==> src/rtl/uart_tx_fifo_if.sv <==
// Byte-strobe side of the buffered UART transmitter: write strobe and data
// from the pipeline, FIFO status and the serial line back.
interface uart_tx_fifo_if #(
    parameter int FIFO_DEPTH = 16
) ();
    localparam int CW = $clog2(FIFO_DEPTH) + 1;

    logic [7:0]    pi_data;
    logic          pi_flag;
    logic          fifo_full;
    logic [CW-1:0] fifo_cnt;
    logic          overflow;
    logic          busy;
    logic          tx;

    // Producer side: the pipeline writing bytes and watching status.
    modport master (
        output pi_data,
        output pi_flag,
        input  fifo_full,
        input  fifo_cnt,
        input  overflow,
        input  busy,
        input  tx
    );

    // Transmitter side.
    modport slave (
        input  pi_data,
        input  pi_flag,
        output fifo_full,
        output fifo_cnt,
        output overflow,
        output busy,
        output tx
    );
endinterface

==> src/rtl/uart_tx_fifo.sv <==
// Buffered 8N1 UART transmitter: a FIFO_DEPTH-byte queue feeding an LSB-first
// serialiser. Frames from the queue run back to back with no idle gap.
module uart_tx_fifo #(
    parameter int CLK_FREQ   = 50_000_000,
    parameter int UART_BPS   = 9600,
    parameter int FIFO_DEPTH = 16
) (
    input  logic          sys_clk,
    input  logic          sys_rst,
    uart_tx_fifo_if.slave bus
);
    localparam int BAUD_CNT_MAX = CLK_FREQ / UART_BPS;
    localparam int BW = (BAUD_CNT_MAX > 1) ? $clog2(BAUD_CNT_MAX) : 1;
    localparam int AW = $clog2(FIFO_DEPTH);
    localparam int CW = AW + 1;
    localparam logic [BW-1:0] BAUD_LAST = BW'(BAUD_CNT_MAX - 1);
    localparam logic [CW-1:0] DEPTH_C   = CW'(FIFO_DEPTH);
    localparam logic [AW-1:0] PTR_ONE   = AW'(1'b1);
    localparam logic [CW-1:0] CNT_ONE   = CW'(1'b1);

    typedef enum logic [1:0] {
        S_IDLE  = 2'd0,
        S_START = 2'd1,
        S_DATA  = 2'd2,
        S_STOP  = 2'd3
    } state_t;

    state_t        state_q, state_d;
    logic [7:0]    mem_q [FIFO_DEPTH];
    logic [AW-1:0] wr_ptr_q, rd_ptr_q;
    logic [CW-1:0] cnt_q, cnt_d;
    logic          full_q, ovf_q;
    logic          tx_q, tx_d;
    logic          busy_q, busy_d;
    logic [BW-1:0] baud_q, baud_d;
    logic [2:0]    bit_q, bit_d;
    logic [7:0]    sh_q, sh_d;
    logic          wr_ok_s, pop_s, not_empty_s, baud_end_s;

    // Write acceptance looks only at the pre-edge count, so a same-cycle pop
    // never makes room for the write.
    assign wr_ok_s     = bus.pi_flag && (cnt_q < DEPTH_C);
    assign not_empty_s = (cnt_q != {CW{1'b0}});
    assign baud_end_s  = (baud_q == BAUD_LAST);

    // Queue storage: data is captured only on an accepted write.
    always_ff @(posedge sys_clk) begin
        if (wr_ok_s) begin
            mem_q[wr_ptr_q] <= bus.pi_data;
        end
    end

    // Queue pointers, occupancy and status flags.
    always_ff @(posedge sys_clk) begin
        if (sys_rst) begin
            wr_ptr_q <= {AW{1'b0}};
            rd_ptr_q <= {AW{1'b0}};
            cnt_q    <= {CW{1'b0}};
            full_q   <= 1'b0;
            ovf_q    <= 1'b0;
        end else begin
            if (wr_ok_s) begin
                wr_ptr_q <= wr_ptr_q + PTR_ONE;
            end
            if (pop_s) begin
                rd_ptr_q <= rd_ptr_q + PTR_ONE;
            end
            cnt_q  <= cnt_d;
            full_q <= (cnt_d == DEPTH_C);
            ovf_q  <= bus.pi_flag && !wr_ok_s;
        end
    end

    // Occupancy next value; write plus pop together leaves it unchanged.
    always_comb begin
        cnt_d = cnt_q;
        case ({wr_ok_s, pop_s})
            2'b10:   cnt_d = cnt_q + CNT_ONE;
            2'b01:   cnt_d = cnt_q - CNT_ONE;
            default: cnt_d = cnt_q;
        endcase
    end

    // Frame state register.
    always_ff @(posedge sys_clk) begin
        if (sys_rst) begin
            state_q <= S_IDLE;
        end else begin
            state_q <= state_d;
        end
    end

    // Frame sequencing: start, eight data bits, stop, then chain or idle.
    always_comb begin
        state_d = state_q;
        case (state_q)
            S_IDLE: begin
                if (not_empty_s) state_d = S_START;
                else             state_d = S_IDLE;
            end
            S_START: begin
                if (baud_end_s) state_d = S_DATA;
                else            state_d = S_START;
            end
            S_DATA: begin
                if (baud_end_s && (bit_q == 3'd7)) state_d = S_STOP;
                else                               state_d = S_DATA;
            end
            S_STOP: begin
                if (baud_end_s) begin
                    if (not_empty_s) state_d = S_START;
                    else             state_d = S_IDLE;
                end else begin
                    state_d = S_STOP;
                end
            end
            default: state_d = S_IDLE;
        endcase
    end

    // Per-state datapath: pops, baud/bit counters and the next line level.
    always_comb begin
        pop_s  = 1'b0;
        tx_d   = tx_q;
        baud_d = baud_q + BW'(1'b1);
        bit_d  = bit_q;
        sh_d   = sh_q;
        case (state_q)
            S_IDLE: begin
                baud_d = {BW{1'b0}};
                if (not_empty_s) begin
                    pop_s = 1'b1;
                    sh_d  = mem_q[rd_ptr_q];
                    tx_d  = 1'b0;
                end else begin
                    tx_d  = 1'b1;
                end
            end
            S_START: begin
                if (baud_end_s) begin
                    baud_d = {BW{1'b0}};
                    bit_d  = 3'd0;
                    tx_d   = sh_q[0];
                end else begin
                    tx_d   = 1'b0;
                end
            end
            S_DATA: begin
                if (baud_end_s) begin
                    baud_d = {BW{1'b0}};
                    if (bit_q == 3'd7) begin
                        tx_d = 1'b1;
                    end else begin
                        bit_d = bit_q + 3'd1;
                        tx_d  = sh_q[bit_q + 3'd1];
                    end
                end else begin
                    tx_d = tx_q;
                end
            end
            S_STOP: begin
                if (baud_end_s) begin
                    baud_d = {BW{1'b0}};
                    if (not_empty_s) begin
                        pop_s = 1'b1;
                        sh_d  = mem_q[rd_ptr_q];
                        tx_d  = 1'b0;
                    end else begin
                        tx_d  = 1'b1;
                    end
                end else begin
                    tx_d = 1'b1;
                end
            end
            default: begin
                baud_d = {BW{1'b0}};
                tx_d   = 1'b1;
            end
        endcase
        busy_d = (state_d != S_IDLE);
    end

    // Serialiser registers; reset drops any frame in flight with tx high.
    always_ff @(posedge sys_clk) begin
        if (sys_rst) begin
            tx_q   <= 1'b1;
            busy_q <= 1'b0;
            baud_q <= {BW{1'b0}};
            bit_q  <= 3'd0;
            sh_q   <= 8'd0;
        end else begin
            tx_q   <= tx_d;
            busy_q <= busy_d;
            baud_q <= baud_d;
            bit_q  <= bit_d;
            sh_q   <= sh_d;
        end
    end

    assign bus.tx        = tx_q;
    assign bus.busy      = busy_q;
    assign bus.fifo_cnt  = cnt_q;
    assign bus.fifo_full = full_q;
    assign bus.overflow  = ovf_q;
endmodule

==> src/flat_wrapper.sv <==
// flat-port wrapper written by rule: the top's interface ports become plain ports
module uart_tx_fifo_flat 
#(
    parameter int CLK_FREQ   = 50_000_000,
    parameter int UART_BPS   = 9600,
    parameter int FIFO_DEPTH = 16
)
  (sys_clk, sys_rst, bus_pi_data, bus_pi_flag, bus_fifo_full, bus_fifo_cnt, bus_overflow, bus_busy, bus_tx);
  uart_tx_fifo_if #(.FIFO_DEPTH(FIFO_DEPTH)) bus_i ();
  input  logic sys_clk;
  input  logic sys_rst;
  input wire logic [$bits(bus_i.pi_data)-1:0] bus_pi_data;
  input wire logic [$bits(bus_i.pi_flag)-1:0] bus_pi_flag;
  output wire logic [$bits(bus_i.fifo_full)-1:0] bus_fifo_full;
  output wire logic [$bits(bus_i.fifo_cnt)-1:0] bus_fifo_cnt;
  output wire logic [$bits(bus_i.overflow)-1:0] bus_overflow;
  output wire logic [$bits(bus_i.busy)-1:0] bus_busy;
  output wire logic [$bits(bus_i.tx)-1:0] bus_tx;
  assign bus_i.pi_data = bus_pi_data;
  assign bus_i.pi_flag = bus_pi_flag;
  assign bus_fifo_full = bus_i.fifo_full;
  assign bus_fifo_cnt = bus_i.fifo_cnt;
  assign bus_overflow = bus_i.overflow;
  assign bus_busy = bus_i.busy;
  assign bus_tx = bus_i.tx;
  uart_tx_fifo #(.CLK_FREQ(CLK_FREQ), .UART_BPS(UART_BPS), .FIFO_DEPTH(FIFO_DEPTH)) u_core (.sys_clk(sys_clk), .sys_rst(sys_rst), .bus(bus_i));
endmodule
==> config.mk <==
export PLATFORM = sky130hd
export DESIGN_NAME = uart_tx_fifo_flat
export DESIGN_NICKNAME = d
export VERILOG_FILES = /design/src/rtl/uart_tx_fifo_if.sv /design/src/rtl/uart_tx_fifo.sv /design/src/flat_wrapper.sv
export SDC_FILE = /design/constraint.sdc
export NUM_CORES = 1
export LEC_CHECK = 0
export BUFFER_PORTS_ARGS = -buffer_cell sky130_fd_sc_hd__buf_4
export CAP_MARGIN = 25
export CORE_ASPECT_RATIO = 1.25
export CORE_MARGIN = 2
export CORE_UTILIZATION = 45
export CTS_BUF_LIST = sky130_fd_sc_hd__clkbuf_4 sky130_fd_sc_hd__clkbuf_8
export CTS_CLUSTER_DIAMETER = 50
export CTS_CLUSTER_SIZE = 20
export DETAILED_ROUTE_END_ITERATION = 6
export GPL_TIMING_DRIVEN = 1
export PLACE_DENSITY_LB_ADDON = 0.25
export SLEW_MARGIN = 5
export SYNTH_ARGS = -nofsm -noshare
export SYNTH_HDL_FRONTEND = slang
export SYNTH_SLANG_ARGS = --single-unit
==> constraint.sdc <==
create_clock -name sys_clk -period 8.9 [get_ports sys_clk]
set_clock_uncertainty 0.05 [all_clocks]
set_input_delay 1.335 -clock sys_clk [delete_from_list [all_inputs] [get_ports sys_clk]]
set_output_delay 1.335 -clock sys_clk [all_outputs]
set_load 0.02 [all_outputs]
==> results summary, run 1 <==
The run finished with clean final reports. Detailed routing inserted a total of 3,770 vias. TritonCTS built the clock tree. The routability congestion estimate from global placement came out at 0.844. The synthesized area per cell is 16.0 um2. The buffer depth of the longest clock path is 2. The number of nets handed over by synthesis was 477. In the routed design, unresolved DRC markers number 0. In the layout the commonest cells are 128 x edfxtp_1, 54 x nor2_1, 46 x dfxtp_1. The die is 117 um wide.

The number of violations reported at the end of detailed-routing iteration 0 came out at 291. Synthesis produced 451 cells. The residual antenna-violating net count after detailed routing came out at 0. The detailed-placement wirelength estimate is 8.77 mm.

The setup path with the least slack is of type input port to flip-flop. The element type at the critical path end is a flip-flop. The total count of hold-check failures in the final report was 0. Synthesis inferred 175 register bits. The sum of negative setup slack came out at 0 ns.

The area of the core came out at 15,600 um2. Setup repair after global routing left no endpoint under its margin. The final count of pins violating max slew came out at 0. The final critical-path setup slack is 5.20 ns.

The number of inserted diodes is 0. The power density normalized to cell area is 259 nW/um2. The count of synthesis-stage warnings from yosys is 0. In the final layout, flip-flops and latches occupy 4790 um2. 20 I/O pins were placed.

Summed over all instances, the cell type with the most area after synthesis is edfxtp_1. Headroom to the max-slew limit came out at 0.378. The initial antenna violation count is 0. The most used flip-flop cell after synthesis is edfxtp_1. The footprint of the multi-input gates is 2330 um2. The fraction of post-synthesis cell area in the top cell type by area is 0.531. The sum of internal, switching and leakage power is 2.07 mW. The routed wire length came out at 13.0 mm.

The layout filler cell count came out at 1,334. The number of enable-type register cells in the synthesized netlist is 128. IR analysis of the VDD net gives a maximum drop of 112 uV.

In this run, post-CTS repair resized a total of 0 instances. The required time of the worst setup path is 9.21 ns. The largest net degree at the start of global routing came out at 35.

Along the worst path, the maximum fanout reaches 10. The site row count is 51. The buffer count from post-CTS setup fixing is 0. The total congestion overflow after global routing came out at 0.

Across the run, the number of max-cap violations was 0. The die covers 17,100 um2. The distinct cell type count after synthesis is 54. The number of iterations in the first detailed-routing pass is 4. The clock net sink count is 175. In the routed layout, each cell is associated on average with a via count of 5.40. The post-cts hold buffer count came out at 0. The library cell used most frequently in the layout, excluding fill and tap cells, is edfxtp_1. The mapped netlist covers 7240 um2. The average detailed-routed wire length per instance came out at 18.7 um. Hold is met by 0.444 ns. The layout overhead on the synthesized area is 10.4%. Setup violations remaining at the end of the flow were counted as 0. The initial cell density of the core came out at 0.463. For this run, the post-layout net count is 499. The slew at the pin closest to its max-slew limit came out at 0.930 ns.

The signal arrival time at the worst endpoint came out at 4.01 ns. The worst setup path is launched from an input port. The cell sitting at the root of the clock tree is a clkbuf_8.

The type of the most critical hold path is flip-flop to flip-flop. At the placement stage, the worst setup path has a slack of 4.76 ns. The first global-routing pass estimated 21.4 mm of wire.

The leakage power is 2.63 nW. The via count of the first global-routing pass came to 3,906. The port buffer count is 19. For this run, the total global-route usage over all layers was measured as 0.163. The clock input transition at the sequential cells of the worst setup and hold paths came out at 0.10 ns. The CTS H-tree depth is 4. Dividing the final minimum period by the clock period gives 0.416. By area the synthesized netlist is led by edfxtp_1 53%, mux4_2 13%, dfxtp_1 13%, nor2_1 2.8%, ha_1 2.6%. The insertion delay to the later sink of the worst-skew pair is 0.46 ns. The fraction of synthesis flops using an asynchronous set or reset pin came out at 0. The clock period minus final worst setup slack came out at 3.70 ns.

The share of final-layout standard cells stronger than drive strength 1 came out at 0.224. The die is 146 um tall. The fmax is 270 MHz. The sequential area share after synthesis came out at 0.661. The number of buffers created by CTS came out at 17.
==> worst max-delay path, cell delays in order <==
cell     delay [ns]
buf_4          0.08
nor2b_1        0.55
a211o_1        0.28
nor2_4         0.06
xor2_1         0.15
ha_1           0.24
or4_1          0.51
a41oi_1        0.24
mux2_2         0.36
and4b_1        0.19
==> stage by stage <==
step,cells,instance area (um2),utilization
floorplan,451,7240,-
global placement,666,7600,0.486
detailed placement,666,7600,0.486
CTS,698,7990,0.511
global route,698,7990,0.511
finish,698,7990,0.511
==> routing by layer <==
metal / share of wire / GRT usage / up-vias
met2: 0.52 / 0.279 / 78
met5: 0 / 0 / -
li1: - / - / 1777
met4: 0.016 / 0.0530 / 0
met3: 0.042 / 0.0435 / 16
met1: 0.43 / 0.203 / 1899
==> cells by family after synthesis <==
family / synth area share
flip-flops: 0.661
AND/OR/NAND/NOR: 0.0861
multiplexers: 0.152
AO/OA/AOI/OAI: 0.0358
buffers and inverters: 0.0163
XOR/XNOR: 0.0230
adder cells (fa/ha/maj): 0.0259
==> final cells by class <==
| type | count | area share |
|---|---|---|
| clock buffers | 18 | 0.0302 |
| repair buffers | 25 | 0.0235 |
| inverters | 6 | 0.00282 |
| multi-input cells | 248 | 0.292 |
| well taps | 212 | 0.0332 |
| clock inverters | 14 | 0.0188 |
| flip-flops and latches | 175 | 0.599 |
==> path summary, 6_finish.rpt <==
path,cells past startpoint,slack [ns],to,startpoint
max reg2reg,10,5.44,u_core.bus.fifo_full$_SDFF_PP0_,u_core.baud_q[0]$_SDFF_PP0_
max,10,5.20,u_core.bus.fifo_full$_SDFF_PP0_,bus_pi_flag
min,1,0.44,u_core.baud_q[0]$_SDFF_PP0_,u_core.baud_q[0]$_SDFF_PP0_
min reg2reg,1,0.44,u_core.baud_q[0]$_SDFF_PP0_,u_core.baud_q[0]$_SDFF_PP0_
==> where the power goes <==
group          internal [mW]  switching (mW)  total (mW)  leakage (nW)
logic                  0.263           0.294       0.557         0.904
registers              0.929          0.0413       0.970          1.54
clock network          0.235           0.307       0.542         0.190
total                   1.43           0.642        2.07          2.63
==> synthesized netlist by cell type (all sizes together) (2+ instances only) <==
cell,count
a22o,2
and4b,3
dfxtp,47
a21o,2
a41oi,2
mux4,42
ha,15
nand4,3
mux2,2
nor2b,4
mux2i,13
nor2,55
and3,3
nand3,12
clkbuf,14
a22oi,3
edfxtp,128
a211oi,2
a21oi,7
or4,2
nor3b,3
buf,8
o22ai,2
inv,6
nand2,22
nor4b,2
xor2,14
nand2b,4
o21ai,2
nor3,8
xnor2,5
==> state kept, by name, indices dropped and copies added (netlist names), named ones only <==
| register | count |
|---|---|
| u_core.bus.busy | 1 |
| u_core.bit_q | 3 |
| u_core.bus.tx | 1 |
| u_core.baud_q | 13 |
| u_core.state_q | 2 |
| u_core.bus.overflow | 1 |
| u_core.sh_q | 8 |
| u_core.rd_ptr_q | 4 |
| u_core.wr_ptr_q | 4 |
| u_core.bus.fifo_full | 1 |
| u_core.mem_q | 128 |
| u_core.bus.fifo_cnt | 5 |
No activity file was read; power rests on OpenSTA's default activity.
==> run 2: changes to the inputs <==
Settings changed: ABC_AREA set to 1.
Clock period 8.9 ns to 3.2 ns, I/O delays scaled along.
==> results summary, run 2 <==
The flow ran to the end, and the final reports show no timing, DRC or antenna violations. Sorting the synthesized cells by how often they occur yields 128 x edfxtp_1, 99 x nor2_1, 51 x nand2_1. The fmax is 421 MHz. Summing every instance area after synthesis gives 7410 um2. The fraction of synthesis flops using an asynchronous set or reset pin is 0. The leakage power is 2.84 nW. The buffer count from post-CTS setup fixing is 0. Across the run, the number of max-cap violations was 0. In the final timing run, aggregate negative setup slack is 0 ns. In the post-synthesis netlist, the cell with the most instances is edfxtp_1.

The clock input transition at the sequential cells of the worst setup and hold paths is 0.08 ns. The largest registers in the layout are u_core.mem_q x128, u_core.baud_q x13, u_core.sh_q x8. The chip width came out at 119 um.

The overall routing resource usage is 0.185. The initial antenna violation count was 0. The normalized max-slew margin is 0.411. For this block, wires on met1 add up to 6.44 mm. The via count of the first global-routing pass is 4,713. The total count of hold-check failures in the final report is 0. The sequential area share after synthesis is 0.646. The count of final setup violators is 0. The final layout contains 685 nets. Leaving out fill and tap cells, the most frequent cells in the layout are 128 x edfxtp_1, 99 x nor2_1, 51 x nand2_1.

The gate count after technology mapping is 641. For this run, the detailed router's first-pass iteration total came to 5. The count of synthesis-stage warnings from yosys came out at 0.

The number of violations reported at the end of detailed-routing iteration 0 came out at 375. The global-route wire length before repair came out at 24.7 mm. Ranked by total cell area, the synthesized netlist is headed by edfxtp_1 52%, dfxtp_1 13%, nor2_1 5.0%, mux2i_1 3.0%, o221ai_1 2.6%.

The floorplan has 52 rows. The buffer depth of the longest clock path came out at 2. The vertical die dimension is 147 um. The element type at the critical path end is a flip-flop. The post-synthesis cell type with the largest combined area is edfxtp_1. The layout overhead on the synthesized area is 10.7%. The clock net sink count came out at 175. TritonCTS built the clock tree. In the final layout, the share of cells above drive strength 1 is 0.144. The most used flip-flop cell after synthesis is edfxtp_1. The flip-flop and latch count after synthesis is 175. The port buffer count is 19. The final count of pins violating max slew is 0.

The die covers 17,500 um2. The power density normalized to cell area is 716 nW/um2. The average detailed-routed wire length per instance came out at 17.4 um. The area of the core came out at 16,100 um2. The number of gates resized after cts is 0. The largest net degree at the start of global routing came out at 65. The post-route cell area came out at 8200 um2. The number of inserted diodes is 0. During I/O placement, the number of pins put on the boundary was 20.

The flip-flop count of the largest register, all copies and words added came out at 128. The critical path in this run is classified as flip-flop to flip-flop. The worst setup path is launched from a flip-flop. Setup repair after global routing left no endpoint under its margin.

For this run, the slowest stage of the critical path takes 0.36 ns. Summed over all layers, the global routing overflow is 0. The detailed router placed 4,826 vias in this run.

The number of enable-type register cells in the synthesized netlist is 128. The worst-case IR drop observed on VDD is 479 uV. In this run the worst hold path is classified as input port to flip-flop. The fraction of post-synthesis cell area in the top cell type by area is 0.519. The routability congestion estimate from global placement came out at 0.872. When the netlist entered floorplanning its net count stood at 667. The post-cts hold buffer count is 0.

The cell sitting at the root of the clock tree is a clkbuf_8. The met2 layer wire length in the routed design is 7.88 mm. In the routed design, unresolved DRC markers number 0.

The instance count along the most critical hold path is 3. The routed wire length came out at 15.4 mm. Dividing the final minimum period by the clock period gives 0.742. The CTS H-tree depth came out at 4. The initial utilization of the core area, before any placement, comes to 0.459. The layout has 1,473 filler cells. The detail-routed via count per cell came out at 5.43. Wire segments on met3 add up to 779 um in the final route. Ranked by flip-flop count, first place goes to u_core.mem_q.

The number of cells on the worst reg-to-reg path is 13. At the later pin of the worst-skew pair, clock insertion delay measures 0.46 ns. The design draws 5.87 mW. Detailed placement finished with a half-perimeter wire length of 9.97 mm. Among all stages on the critical path, the largest delay is contributed by dfxtp_1. The required time of the worst setup path is 3.55 ns. The signal on the critical path passes through inv_1, ha_1, or2_1, nand2_2, nor2_4, nand2_1, inv_2, ha_1, o21ai_0, nand2_1, nor2_2, nand3_2, nor2_2. The most frequent standard cell in the layout excluding fill and tap cells is edfxtp_1. The number of buffers created by CTS came out at 17. The largest fanout of any net on the critical path came out at 6. The placement-stage cell area came out at 7760 um2. The slew at the pin closest to its max-slew limit came out at 0.880 ns. The clock period minus final worst setup slack came out at 2.37 ns. The top routing layer in use is met4. Once detail routing completed, the nets flagged for antenna violations numbered 0. The synthesized area per cell came out at 11.6 um2. The number of different library cells used by synthesis comes to 42.

The signal arrival time at the worst endpoint came out at 2.72 ns.
==> run 2: changes by cell type after synthesis, moves of 10 or more <==
cell      before  now
o211ai_1       0   12
o221ai_1       1   22
nor2_1        54   99
inv_2          0   10
nand2_1       22   51
mux4_2        42    0
inv_1          6   38
o21ai_0        2   37
a21oi_1        6   37
xor2_1        14    1
==> run 2: worst max-delay path: cells and delay by family, from the launching register on <==
kind / cells / cell delay (ns)
fa+ha+maj: 2 / 0.56
simple gates: 8 / 0.94
compound gates: 1 / 0.25
flops: 1 / 0.36
buf+inv: 2 / 0.15
==> run 2: stage by stage <==
step	std cells	util	worst slack, ns	hold slack, ns
after CTS	888	0.508	0.803	0.225
after detailed placement	856	0.481	0.762	0.389
after global routing	888	0.508	0.556	0.232
final	888	0.508	0.827	0.246
after floorplan	641	-	1.03	0.368
after global placement	856	0.481	0.860	0.381
==> run 2: final timing paths <==
path,from,endpoint,slack (ns)
worst min register to register,u_core.baud_q[0]$_SDFF_PP0_,u_core.baud_q[0]$_SDFF_PP0_,0.40
worst max register to register,u_core.state_q[0]$_SDFF_PP0_,u_core.bus.fifo_full$_SDFF_PP0_,0.83
worst max-delay path,u_core.state_q[0]$_SDFF_PP0_,u_core.bus.fifo_full$_SDFF_PP0_,0.83
worst min-delay path,bus_pi_flag,u_core.bus.overflow$_SDFF_PP0_,0.25
==> run 2: power breakdown <==
| group | internal, mW | total, mW | leakage, nW | switching, mW |
|---|---|---|---|---|
| clock network | 0.930 | 1.67 | 0.226 | 0.741 |
| logic | 0.497 | 1.49 | 1.08 | 0.990 |
| registers | 2.59 | 2.71 | 1.54 | 0.124 |
==> run 2: layout make-up <==
type,instances,area (um2),area share
Timing Repair Buffer,25,200,0.0244
Clock buffer,25,300,0.0366
Clock inverter,7,138,0.0168
Inverter,49,184,0.0224
Sequential cell,175,4790,0.584
Tap cell,216,270,0.0329
Multi-Input combinational cell,391,2320,0.283
==> run 2: kinds of logic after synthesis <==
group | after synthesis | synth area share
AOI/OAI and AO/OA | 137 | 0.116
and+or+nand+nor | 216 | 0.141
buffers and inverters | 75 | 0.0405
xor gates and xnor gates | 1 | 0.00118
DFF | 175 | 0.646
muxes | 22 | 0.0297
adders and majority gates | 15 | 0.0253
==> run 2: layer usage <==
layer  vias up  GRT usage
met5         -          0
met4         0     0.0738
li1       2347          -
met3        23     0.0355
met2       118      0.318
met1      2338      0.230
==> run 3: changes to the inputs <==
Clock period 3.2 ns to 1.9 ns, I/O delays scaled along.
==> results summary, run 3 (synthesis gave the netlist of run 2 again) <==
The analysis attributes to cell leakage a power of 3.27 nW. The port buffer count is 19. The largest registers in the layout are u_core.mem_q x128, u_core.baud_q x13, u_core.sh_q x8. The slew at the pin closest to its max-slew limit came out at 0.434 ns.

The total via count in the routed design is 5,181. The chip width is 119 um. The final net count is 763. The depth of the worst register-to-register path is 15.

The non-filler instance count after layout came out at 966. The register with the most flip-flops in the layout has 128 of them. The sum of negative setup slack came out at -0.539 ns. The library cell used most frequently in the layout, excluding fill and tap cells, is edfxtp_1. Based on the critical path, the design can be clocked at up to 475 MHz. The buffer depth of the longest clock path came out at 2. Clock tree synthesis found a total of 175 sinks.

The largest net degree at the start of global routing came out at 65. The die footprint is 17,500 um2. STA classifies the critical path endpoint as a flip-flop.

The count of final setup violators came out at 4. Setup repair after global routing could not meet its margin everywhere. The TritonCTS clock tree is done. After detailed placement, the design holds a cell count of 921. The clock period minus final worst setup slack is 2.10 ns.

In this run the core area contains 52 standard-cell rows. The wire-length estimate of the detail-placed layout is 10.7 mm. In the routed layout, each cell is associated on average with a via count of 5.36. The initial cell density of the core is 0.459. The number of buffers created by CTS is 17. Dividing total power by cell area gives a power density of 1180 nW/um2.

In this design, the largest share of critical-path delay is due to simple AND/OR/NAND/NOR gates. The residual antenna-violating net count after detailed routing came out at 0. The clock root buffer is clkbuf_8. Across all setup checks in the final design, the least slack found is -0.204 ns. The worst register-to-register path ends at u_core.bus.fifo_full$_SDFF_PP0_. The required time of the worst setup path came out at 2.25 ns. The setup slack on the worst flop-to-flop path came out at -0.20 ns. The critical path goes through inv_4, ha_4, or2_4, nand2_2, nor2_4, nand4_1, nand2_2, ha_4, a21oi_4, inv_2, nand4_1, nand3_2, nand2_2, nand3_2, nor2_2. The utilization after layout came out at 0.558. Of all nets on the critical path, the largest fanout is 4. The post-route worst hold slack came out at 0.0310 ns. The routability congestion estimate from global placement came out at 0.835. The CTS H-tree depth is 4. The layout overhead on the synthesized area came out at 21.6%.

Counting flops per register, the top entry is u_core.mem_q. The number of iterations in the first detailed-routing pass is 4. The share of final-layout standard cells stronger than drive strength 1 is 0.288. By instance count, the cell type seen most on the critical path is nand2_2.

The period utilization came out at 1.11. The start-to-end type of the worst setup path is flip-flop to flip-flop. The global-route wire length before repair came out at 26.0 mm.

The slowest cell on the critical path is dfxtp_4. Together, buffers and inverters on the worst path number 2. The normalized max-slew margin is 0.709. In the layout the commonest cells are 128 x edfxtp_1, 96 x nor2_1, 94 x buf_4.

The min-delay analysis places its worst path in the category input port to flip-flop. The die is 147 um tall. The DRC violations left is 0. The flow ran to the end, but the final reports show violations. The layout has 1,396 filler cells. The worst-case hold path end point is u_core.bus.overflow$_SDFF_PP0_. The checks that failed: negative setup slack. The total count of hold-check failures in the final report is 0.

The via count of the first global-routing pass is 5,188. The worst hold path begins at bus_pi_flag. Data on the critical path arrives at its endpoint at 2.46 ns. The nature of the critical path startpoint is a flip-flop. The overall routing resource usage is 0.192.

The core region is 16,100 um2. The largest voltage drop on the vdd net is 1130 uV. The average detailed-routed wire length per instance is 17.0 um. In this run the count of I/O pins placed on the die edge is 20.

The instance count along the most critical hold path came out at 3. For this run the aggregate overflow at the end of global routing stands at 0. The clock input transition at the sequential cells of the worst setup and hold paths came out at 0.08 ns. The routed design has 16.4 mm of wire.

The maximum cell stage delay along the critical path came out at 0.39 ns. The insertion delay to the later sink of the worst-skew pair is 0.46 ns. The final count of pins violating max slew was 0.

The initial antenna violation count is 0. The number of antenna diodes in the final layout is 0. The reported max-cap violation count came out at 0. The source of the worst register-to-register timing path is u_core.state_q[0]$_SDFF_PP0_. For this block, the initial DRC count from the detailed router was 451.
run 3: worst max-delay path by stage:
stage	from	end	slack, ns	depth (start not counted)
5_1_grt	u_core.baud_q[1]$_SDFF_PP0_	u_core.bus.fifo_full$_SDFF_PP0_	-0.33	17
2_1_floorplan	u_core.state_q[0]$_SDFF_PP0_	u_core.bus.fifo_full$_SDFF_PP0_	-0.10	13
3_5_place_dp	u_core.baud_q[1]$_SDFF_PP0_	u_core.bus.fifo_cnt[4]$_SDFF_PP0_	-0.19	17
6_report	u_core.state_q[0]$_SDFF_PP0_	u_core.bus.fifo_full$_SDFF_PP0_	-0.20	15
4_1_cts	u_core.baud_q[0]$_SDFF_PP0_	u_core.bus.fifo_full$_SDFF_PP0_	-0.15	16
3_3_place_gp	u_core.state_q[0]$_SDFF_PP0_	u_core.bus.fifo_full$_SDFF_PP0_	-0.11	13
run 3: power by group:
part / switching, mW / leakage (nW) / internal [mW]
combinational: 2.07 / 1.55 / 1.67
clock: 1.28 / 0.182 / 1.08
sequential: 0.156 / 1.54 / 4.37
run 3: what timing repair did:
action | in CTS | in global routing
buffers inserted | 10 | 2
cloned | 0 | 1
hold buffers | 0 | 0
resized for setup | 9 | 36
endpoints found under the setup margin | 6 | 20
pin swaps | 20 | 20
run 3: per-layer routing:
| layer | vias to the layer above | share of wire | GRT usage |
|---|---|---|---|
| met5 | - | 0 | 0 |
| met4 | 0 | 0.014 | 0.0661 |
| met3 | 21 | 0.033 | 0.0421 |
| met2 | 92 | 0.53 | 0.341 |
| met1 | 2563 | 0.42 | 0.230 |
| li1 | 2505 | - | - |
run 3: cell type report:
cell class,count,area (um2),area share
well taps,216,270,0.0300
clock inverters,11,93.8,0.0104
inverters,49,189,0.0210
clock buffers,21,264,0.0293
multi-input cells,391,2530,0.280
flip-flops and latches,175,4800,0.533
repair buffers,103,865,0.0959
run 3: per-stage QoR:
stage                     power [mW]  area (um2)  setup slack [ns]
final                           10.6        9010            -0.204
after global routing            11.2        9010            -0.333
after CTS                       10.4        8820            -0.151
after detailed placement        7.89        8350            -0.185
after global placement          7.80        8350            -0.114
after floorplan                 6.57        7450            -0.100
run 3: worst register-to-register path, stage by stage (launching register included):
cell	delay, ns
dfxtp_4	0.39
inv_4	0.05
ha_4	0.15
or2_4	0.23
nand2_2	0.08
nor2_4	0.06
nand4_1	0.12
nand2_2	0.09
ha_4	0.17
a21oi_4	0.12
inv_2	0.07
nand4_1	0.14
nand3_2	0.10
nand2_2	0.08
nand3_2	0.07
nor2_2	0.08
